[src/rtl/tow_pkg.sv]
// Shared types and helpers for the tug-of-war round controller.
package tow_pkg;

  typedef enum logic [1:0] {
    ST_IDLE  = 2'd0,
    ST_ARMED = 2'd1,
    ST_SCORE = 2'd2,
    ST_WIN   = 2'd3
  } tow_state_e;

  localparam logic DIR_LEFT  = 1'b0;
  localparam logic DIR_RIGHT = 1'b1;

  function automatic int pos_width(input int num_leds);
    return (num_leds > 1) ? $clog2(num_leds) : 1;
  endfunction

endpackage

[src/rtl/tow_quiet_timer.sv]
// Counts consecutive cycles without a button press; done fires on the cycle
// that completes HOLD_CYCLES quiet cycles and the count restarts from zero.
module tow_quiet_timer #(
  parameter int HOLD_CYCLES = 4
) (
  input  logic clk,
  input  logic rst,
  input  logic enable,
  input  logic push,
  output logic done
);

  localparam int CW = $clog2(HOLD_CYCLES + 1);
  localparam logic [CW-1:0] LAST = CW'(HOLD_CYCLES - 1);

  logic [CW-1:0] cnt_q, cnt_d;

  always_comb begin
    done  = enable && !push && (cnt_q == LAST);
    cnt_d = cnt_q + 1'b1;
    if (!enable || push || done) begin
      cnt_d = '0;
    end
  end

  always_ff @(posedge clk or negedge rst) begin
    if (!rst) begin
      cnt_q <= '0;
    end else begin
      cnt_q <= cnt_d;
    end
  end

endmodule

[src/rtl/tow_round_ctrl.sv]
// Tug-of-war round controller: arms after a quiet period, moves the rope one
// LED per scored push, detects wins at either end and keeps saturating tallies.
module tow_round_ctrl
  import tow_pkg::*;
#(
  parameter int NUM_LEDS    = 7,
  parameter int HOLD_CYCLES = 4,
  parameter int WIN_W       = 4
) (
  input  logic                clk,
  input  logic                rst,
  input  logic                push,
  input  logic                tie,
  input  logic                right,
  input  logic                new_game,
  output logic                clr,
  output logic [NUM_LEDS-1:0] leds,
  output logic                game_over,
  output logic                winner_right,
  output logic [WIN_W-1:0]    left_wins,
  output logic [WIN_W-1:0]    right_wins
);

  localparam int PW = pos_width(NUM_LEDS);
  localparam logic [PW-1:0] POS_MAX = PW'(NUM_LEDS - 1);
  localparam logic [PW-1:0] POS_CTR = PW'((NUM_LEDS - 1) / 2);

  tow_state_e state_q, state_d;
  logic [PW-1:0] pos_q, pos_d;
  logic tie_q, tie_d, right_q, right_d, winner_q, winner_d;
  logic [WIN_W-1:0] lw_q, lw_d, rw_q, rw_d;
  logic clr_q, clr_d, go_q, go_d;
  logic [NUM_LEDS-1:0] leds_q, leds_d;
  logic quiet_en, quiet_done;

  function automatic logic [WIN_W-1:0] sat_inc(input logic [WIN_W-1:0] v);
    return (&v) ? v : v + 1'b1;
  endfunction

  // The timer only runs in IDLE; leaving IDLE or a new game restarts it.
  assign quiet_en = (state_q == ST_IDLE) && !new_game;

  tow_quiet_timer #(
    .HOLD_CYCLES(HOLD_CYCLES)
  ) u_quiet (
    .clk   (clk),
    .rst   (rst),
    .enable(quiet_en),
    .push  (push),
    .done  (quiet_done)
  );

  always_ff @(posedge clk or negedge rst) begin
    if (!rst) begin
      state_q  <= ST_IDLE;
      pos_q    <= POS_CTR;
      tie_q    <= 1'b0;
      right_q  <= 1'b0;
      winner_q <= 1'b0;
      lw_q     <= '0;
      rw_q     <= '0;
      clr_q    <= 1'b1;
      go_q     <= 1'b0;
      leds_q   <= NUM_LEDS'(1) << POS_CTR;
    end else begin
      state_q  <= state_d;
      pos_q    <= pos_d;
      tie_q    <= tie_d;
      right_q  <= right_d;
      winner_q <= winner_d;
      lw_q     <= lw_d;
      rw_q     <= rw_d;
      clr_q    <= clr_d;
      go_q     <= go_d;
      leds_q   <= leds_d;
    end
  end

  always_comb begin
    state_d = state_q;
    if (new_game) begin
      state_d = ST_IDLE;
    end else begin
      case (state_q)
        ST_IDLE:  if (quiet_done) state_d = ST_ARMED;
        ST_ARMED: if (push) state_d = ST_SCORE;
        ST_SCORE: begin
          if (tie_q) begin
            state_d = ST_IDLE;
          end else if (right_q == DIR_RIGHT) begin
            state_d = (pos_q == POS_MAX) ? ST_WIN : ST_IDLE;
          end else begin
            state_d = (pos_q == '0) ? ST_WIN : ST_IDLE;
          end
        end
        ST_WIN:   state_d = ST_WIN;
        default:  state_d = ST_IDLE;
      endcase
    end
  end

  always_comb begin
    pos_d    = pos_q;
    tie_d    = tie_q;
    right_d  = right_q;
    winner_d = winner_q;
    lw_d     = lw_q;
    rw_d     = rw_q;
    if (new_game) begin
      pos_d = POS_CTR;
    end else begin
      case (state_q)
        ST_ARMED: begin
          if (push) begin
            tie_d   = tie;
            right_d = right;
          end
        end
        ST_SCORE: begin
          if (!tie_q) begin
            if (right_q == DIR_RIGHT) begin
              if (pos_q == POS_MAX) begin
                winner_d = DIR_RIGHT;
                rw_d     = sat_inc(rw_q);
              end else begin
                pos_d = pos_q + 1'b1;
              end
            end else begin
              if (pos_q == '0) begin
                winner_d = DIR_LEFT;
                lw_d     = sat_inc(lw_q);
              end else begin
                pos_d = pos_q - 1'b1;
              end
            end
          end
        end
        default: ;
      endcase
    end
    // Out-of-range positions snap back to the centre.
    if (pos_d > POS_MAX) begin
      pos_d = POS_CTR;
    end
  end

  always_comb begin
    clr_d  = (state_d != ST_ARMED);
    go_d   = (state_d == ST_WIN);
    leds_d = '0;
    leds_d[pos_d] = 1'b1;
  end

  assign clr          = clr_q;
  assign leds         = leds_q;
  assign game_over    = go_q;
  assign winner_right = winner_q;
  assign left_wins    = lw_q;
  assign right_wins   = rw_q;

endmodule

[config.mk]
export PLATFORM = sky130hd
export DESIGN_NAME = tow_round_ctrl
export DESIGN_NICKNAME = d
export VERILOG_FILES = /design/src/rtl/tow_pkg.sv /design/src/rtl/tow_quiet_timer.sv /design/src/rtl/tow_round_ctrl.sv
export SDC_FILE = /design/constraint.sdc
export NUM_CORES = 1
export LEC_CHECK = 0
export CAP_MARGIN = 25
export CORE_UTILIZATION = 25
export CTS_CLUSTER_DIAMETER = 150
export CTS_CLUSTER_SIZE = 24
export DETAILED_ROUTE_END_ITERATION = 7
export PLACE_DENSITY_LB_ADDON = 0.25
export SYNTH_ARGS = -nofsm -noshare
export SYNTH_HDL_FRONTEND = slang
export SYNTH_SLANG_ARGS = --single-unit
export TNS_END_PERCENT = 1
[constraint.sdc]
create_clock -name clk -period 2 [get_ports clk]
set_input_delay 0.3 -clock clk [delete_from_list [all_inputs] [get_ports clk]]
set_output_delay 0.3 -clock clk [all_outputs]
set_load 0.02 [all_outputs]
==> results.py, run 1 <==
metrics = {
    "outcome": {
        "status": "complete, no violations",
    },
    "pwr": {
        "seqPwrFrac_pct": 61.1,
        "p_int_uw": 742.4,
        "power_frac_comb_pct": 6.3,
        "p_sw_share_pct": 21.66,
        "ir_drop_v": 0.0002159,
        "p_switching_uw": 205.3,
        "power_leakage_uw": 0.0007617,
        "powerDensity_mw_per_mm2": 537.5,
        "pwr-share-clk_pct": 32.6,
    },
    "sta": {
        "max_freq_ghz": 0.5287,
        "tightestPinTransition_ns": 0.4354,
        "fin_crit_sh_pct": 94.57,
        "finalClockSkew_ns": 0.006946,
        "min_period_ns": 1.891,
        "max_slew_margin_pct": 70.85,
        "hold_viol": 0,
        "drv_slew": 0,
        "finalSetupViolCount": 0,
        "tns_ns": 0,
    },
    "grt": {
        "grt_overflow": 0,
        "grt_usage_pct": 9.725,
        "grt_pass1_wl_um": 4554,
        "antenna_found_initial": 0,
        "grt_pass1_vias": 999,
        "grt_max_degree": 29,
    },
    "floorplanning": {
        "die_x_um": 76.13,
        "io_pins": 24,
        "dieArea_mm2": 0.005796,
        "start_util_pct": 26.39,
        "fp.dieH_um": 76.13,
        "fp.coreArea_mm2": 0.005205,
        "row_count": 26,
    },
    "min_path": {
        "min_path_type": "input port to async pin",
    },
    "worst_setup_path": {
        "crit_arrival_ns": 2.09,
        "crit_fanout": 7,
        "worst-endpoint-required_ns": 2.20,
        "r2r_slack_ns": 0.11,
        "path_class": "register to register",
        "crit_path_end_kind": "register",
        "start_kind": "register",
    },
    "final_layout": {
        "area_growth_pct": 28.32,
        "antenna_cells": 0,
        "multiInputGateArea_um2": 623.1,
        "fin_area_mm2": 0.001763,
        "nFillCells": 538,
        "finalNetCount": 163,
        "seqCellArea_um2": 705.7,
        "drive_gt1_share_pct": 18.92,
        "fin_util_pct": 33.87,
    },
    "yosys": {
        "synthArstFlopShare_pct": 100.0,
        "synth_commonest_cells": "24 x dfrtp_1, 11 x nand2_1, 8 x ha_1, 6 x nor2_1, 6 x xnor2_1",
        "syn_area_per_cell_um2": 11.54,
        "synthMostInstantiatedCell": "dfrtp_1",
        "synth.distinct_cells": 39,
        "synth_flop_cell": "dfrtp_1",
        "synth_enable_flop_cells": 0,
        "synth-seq-cells": 28,
        "synth-seq-area-share_pct": 51.37,
        "yosysTopAreaCell": "dfrtp_1",
        "ys_warn_count": 0,
        "synth_area_leaders": "dfrtp_1 44%, dfstp_2 7.7%, ha_1 7.3%",
        "synth_cells": 119,
        "yosys.area.top_type_share_pct": 43.72,
        "netlist_area_mm2": 0.001374,
        "synth_nets": 133,
    },
    "clock_network": {
        "cts_tree": "built",
        "cts_buffers": 3,
        "clk_latency_ns": 0.27,
        "clkTransAtPathRegs_ns": 0.09,
        "cts_max_path_buffers": 2,
        "htree_levels": 1,
        "ctsHoldBuffers": 0,
        "root_buffer": "clkbuf_8",
        "numClockSinks": 28,
    },
    "job": {
        "drv_cap": 0,
    },
    "placement": {
        "placed_cell_area_mm2": 0.001705,
        "portBuffers": 23,
        "gp_congestion": 0.8531,
        "hpwl_um": 1944,
    },
    "route": {
        "wirelength_um": 2594,
        "antenna_left": 0,
        "wire_per_inst_um": 11.90,
        "drc": 0,
        "vias": 973,
        "via_per_inst": 4.463,
        "drt_iter0_drc": 29,
        "firstDrtPassIters": 4,
    },
}
-- through the flow --
step	setup slack (ns)	hold slack (ns)	cells	power, uW
after floorplan	0.1202	0.004409	119	610.7
after global placement	0.06038	0.4211	214	648.9
after detailed placement	0.01163	0.4262	214	650.6
after CTS	0.01173	0.4162	218	970.6
after global routing	-0.002401	0.4398	218	1001
final	0.1086	0.4019	218	947.6
-- sequential cells by signal (all words and copies together) (netlist names) --
name / cells
winner_right: 1
u_quiet.cnt_q: 3
right_wins: 4
pos_q: 3
state_q: 2
right_q: 1
tie_q: 1
clr: 1
game_over: 1
left_wins: 4
leds: 7
-- what timing repair did --
item,CTS,global route
resized for setup,0,4
endpoints found under the hold margin,0,0
setup buffers,0,0
endpoints found under the setup margin,0,10
-- power by group through the flow --
| stage | clock (uW) | sequential [uW] | combinational [uW] |
|---|---|---|---|
| 3_3_place_gp | 0 | 590 | 59.4 |
| 6_report | 309 | 579 | 59.9 |
| 2_1_floorplan | 0 | 593 | 18.1 |
| 5_1_grt | 353 | 580 | 67.9 |
| 4_1_cts | 330 | 579 | 61.3 |
| 3_5_place_dp | 0 | 590 | 60.7 |
-- layer usage --
metal	vias to the layer above	track usage [%]	routed length, um
met1	467	12.24	1279
met2	22	16.36	1191
met5	-	0	0
li1	479	-	-
met4	0	3.462	35
met3	5	2.156	88
-- worst max-delay path, stage by stage (launching register included) --
cell	delay, ns
dfstp_2	0.58
inv_2	0.07
ha_1	0.20
or3b_4	0.28
nand3_1	0.11
xnor2_1	0.16
buf_4	0.16
or2_2	0.26
-- layout make-up --
class / instances / share of cell area (%)
sequential: 28 / 40.03
multi-input combinational: 81 / 35.34
timing repair buffer: 30 / 16.04
tap: 70 / 4.968
clock buffer: 4 / 2.555
inverter: 5 / 1.065
-- kinds of logic (layout without fill, tap and decap cells) --
family / count (synthesis) / after routing / share of synthesized area [%]
AO/OA/AOI/OAI: 20 / 20 / 10.02
multiplexers: 5 / 5 / 4.007
AND/OR/NAND/NOR: 40 / 40 / 18.03
flip-flops: 28 / 28 / 51.37
adder cells (fa/ha/maj): 8 / 8 / 7.286
XOR/XNOR: 8 / 8 / 5.100
buffers and inverters: 10 / 39 / 4.189
-- worst paths after layout --
| kind | startpoint | cells past startpoint | end |
|---|---|---|---|
| worst max register to register | pos_q[0] | 7 | pos_q[0] |
| max in group asynchronous | rst | 2 | pos_q[1] |
| worst max-delay path | pos_q[0] | 7 | pos_q[0] |
| worst min register to register | u_quiet.cnt_q[0] | 1 | u_quiet.cnt_q[0] |
| min in group clk | u_quiet.cnt_q[0] | 1 | u_quiet.cnt_q[0] |
| worst min-delay path | rst | 2 | right_wins[3] |
-- cell usage in the layout, fill, tap and decap left out, types with 2 or more instances in the layout --
| master | count |
|---|---|
| nor3_1 | 4 |
| ha_1 | 8 |
| o21ai_0 | 3 |
| xnor2_1 | 6 |
| xor2_1 | 2 |
| mux2_1 | 2 |
| mux2_2 | 2 |
| nand4_1 | 2 |
| buf_4 | 7 |
| and3_1 | 3 |
| nand3_1 | 3 |
| nor3b_1 | 2 |
| clkdlybuf4s50_1 | 23 |
| nand2_1 | 11 |
| o22ai_1 | 2 |
| inv_1 | 4 |
| dfrtp_1 | 24 |
| nor2_1 | 6 |
| clkbuf_8 | 3 |
| a21oi_1 | 4 |
| nor3b_2 | 2 |
| a21o_2 | 2 |
| or3b_4 | 2 |
| nor4_4 | 2 |
| dfstp_2 | 4 |
Note: power is estimated with default switching activity, not from simulation.
==> inputs of run 2 (changes only) <==
--- a/config.mk
+++ b/config.mk
@@ -5,7 +5,7 @@
 export SDC_FILE = /design/constraint.sdc
 export NUM_CORES = 1
 export LEC_CHECK = 0
-export CAP_MARGIN = 25
+export CAP_MARGIN = 20
 export CORE_UTILIZATION = 25
 export CTS_CLUSTER_DIAMETER = 150
 export CTS_CLUSTER_SIZE = 24
==> results of run 2 <==
Final layout, timing and power as in run 1 (identical DEF).
==> inputs of run 3 (changes only) <==
--- a/config.mk
+++ b/config.mk
@@ -6,7 +6,8 @@
 export NUM_CORES = 1
 export LEC_CHECK = 0
 export CAP_MARGIN = 20
-export CORE_UTILIZATION = 25
+export CORE_MARGIN = 2
+export CORE_UTILIZATION = 46
 export CTS_CLUSTER_DIAMETER = 150
 export CTS_CLUSTER_SIZE = 24
 export DETAILED_ROUTE_END_ITERATION = 7
==> results.py, run 3 (synthesized netlist as in run 1, its figures left out) <==
metrics = {
    "outcome": {
        "status": "finished with violations",
        "violations": "DRC",
    },
    "route": {
        "firstDrtPassIters": 6,
        "wire_per_inst_um": 14.42,
        "drt_iter0_drc": 37,
        "wirelength_um": 2581,
        "vias": 989,
        "via_per_inst": 5.525,
        "drc": 3,
        "wl_met3_um": 138,
        "antenna_left": 0,
        "met2WireLength_um": 1206,
        "top_layer": "met4",
        "drt-met1-wl_um": 1188,
    },
    "worst_setup_path": {
        "crit_fanout": 7,
        "crit_arrival_ns": 2.19,
        "path_class": "register to register",
        "crit_path_cell_trace": "inv_2 -> ha_1 -> or3b_4 -> nand3_1 -> xnor2_1 -> buf_4 -> or2_2",
        "slowest_stage": "dfstp_2",
        "critPathMaxStageDelay_ns": 0.59,
        "reg2reg_from": "pos_q[0]",
        "cp_top_family": "simple AND/OR/NAND/NOR gates",
        "cp.buffers_inverters": 2,
        "reg2regPathDepth": 7,
        "worst-endpoint-required_ns": 2.27,
        "r2r_slack_ns": 0.07,
        "crit_path_end_kind": "register",
        "start_kind": "register",
        "cp.depth": 7,
        "r2r_end": "pos_q[0]",
    },
    "job": {
        "drv_cap": 0,
    },
    "final_layout": {
        "antenna_cells": 0,
        "nFillCells": 243,
        "final_cell_mix": "24 x dfrtp_1, 23 x clkdlybuf4s50_1, 11 x nand2_1, 8 x ha_1, 7 x buf_4",
        "drive_gt1_share_pct": 19.59,
        "area_growth_pct": 23.77,
        "finalNetCount": 163,
        "final_common_cell": "dfrtp_1",
        "largest_register_ffs": 7,
    },
    "clock_network": {
        "htree_levels": 1,
        "numClockSinks": 28,
        "clk_latency_ns": 0.34,
        "cts_tree": "built",
        "cts_max_path_buffers": 2,
        "cts_buffers": 3,
        "clkTransAtPathRegs_ns": 0.15,
        "postCtsSetupRepairBufs": 0,
        "root_buffer": "clkbuf_4",
    },
    "sta": {
        "drv_slew": 0,
        "finalSetupViolCount": 0,
        "rsz0062_at_grt": "no",
        "hold_viol": 0,
        "min_period_ns": 1.927,
        "max_freq_ghz": 0.5191,
        "tns_ns": 0,
        "max_slew_margin_pct": 69.36,
        "finalClockSkew_ns": 0.01515,
        "fin_crit_sh_pct": 96.33,
        "tightestPinTransition_ns": 0.4576,
    },
    "placement": {
        "portBuffers": 23,
        "hpwl_um": 1927,
        "gp_congestion": 0.8298,
    },
    "pwr": {
        "power_uw": 877.9,
        "ir_drop_v": 0.0004789,
        "powerDensity_mw_per_mm2": 516.3,
        "power_leakage_uw": 0.0007555,
    },
    "floorplanning": {
        "fp.coreArea_mm2": 0.002805,
        "start_util_pct": 48.97,
        "die_x_um": 58.65,
        "row_count": 19,
        "fp.dieH_um": 58.65,
        "dieArea_mm2": 0.003440,
        "io_pins": 24,
    },
    "grt": {
        "grt_max_degree": 29,
        "grt_usage_pct": 16.42,
        "grt_pass1_wl_um": 4236,
        "grt_pass1_vias": 958,
        "antenna_found_initial": 0,
        "grt_overflow": 0,
    },
    "min_path": {
        "min_path_type": "input port to async pin",
    },
}
[run 3: cell types whose count changed in the layout (fill, tap and decap cells not counted)]
cell      change
nor3b_2       +1
clkbuf_8      -3
a211oi_1      +1
nand3_2       +1
a211oi_2      -1
clkbuf_4      +3
nor3b_1       -1
nand3_1       -1
[run 3: layout make-up]
class                           instances  area (um^2)  share of cell area [%]
Inverter                                5        18.77                   1.104
Sequential cell                        28        705.7                   41.50
Multi-Input combinational cell         81        628.1                   36.94
Tap cell                               31        38.79                   2.281
Timing Repair Buffer                   30        282.8                   16.63
Clock buffer                            4        26.28                   1.545
[run 3: worst register-to-register path: cells and delay by family (launching register included)]
| family | cells | cell delay, ns |
|---|---|---|
| AND/OR/NAND/NOR | 3 | 0.66 |
| flip-flops | 1 | 0.59 |
| buffers and inverters | 2 | 0.23 |
| adder cells (fa/ha/maj) | 1 | 0.20 |
| XOR/XNOR | 1 | 0.18 |
[run 3: layer usage]
metal	global-route usage (%)	up-vias
li1	-	480
met1	19.83	475
met2	28.41	28
met3	4.835	6
met4	4.870	0
met5	0	-
[run 3: worst max path at each step]
stage	from	endpoint
finish	pos_q[0]	pos_q[0]
global route	pos_q[0]	pos_q[0]
CTS	pos_q[0]	pos_q[0]
detailed placement	pos_q[0]	pos_q[0]
global placement	pos_q[0]	left_wins[1]
floorplan	pos_q[0]	left_wins[1]
[run 3: where the power goes]
group	total (uW)	leakage (uW)	internal (uW)	switching (uW)
sequential	579	0.000369	574	5.70
combinational	59.8	0.000372	26.7	33.0
clock	239	0.0000150	78.4	160
[run 3: through the flow]
stage,setup slack [ns],cell area [um^2],hold WS (ns),std cells,util (%)
after global placement,0.08127,1657,0.4221,175,59.05
after detailed placement,0.002096,1657,0.4361,175,59.05
after global routing,0.01733,1700,0.3329,179,60.62
after CTS,0.03805,1685,0.3307,179,60.08
final,0.07344,1700,0.3168,179,60.62
after floorplan,0.1202,1374,0.004409,119,-
[run 3: repair_timing]
item	in CTS	in global routing
hold buffers	0	0
cloned	0	0
pin swaps	0	1
setup endpoints to repair	3	5
hold endpoints to repair	0	0
resized for setup	1	4
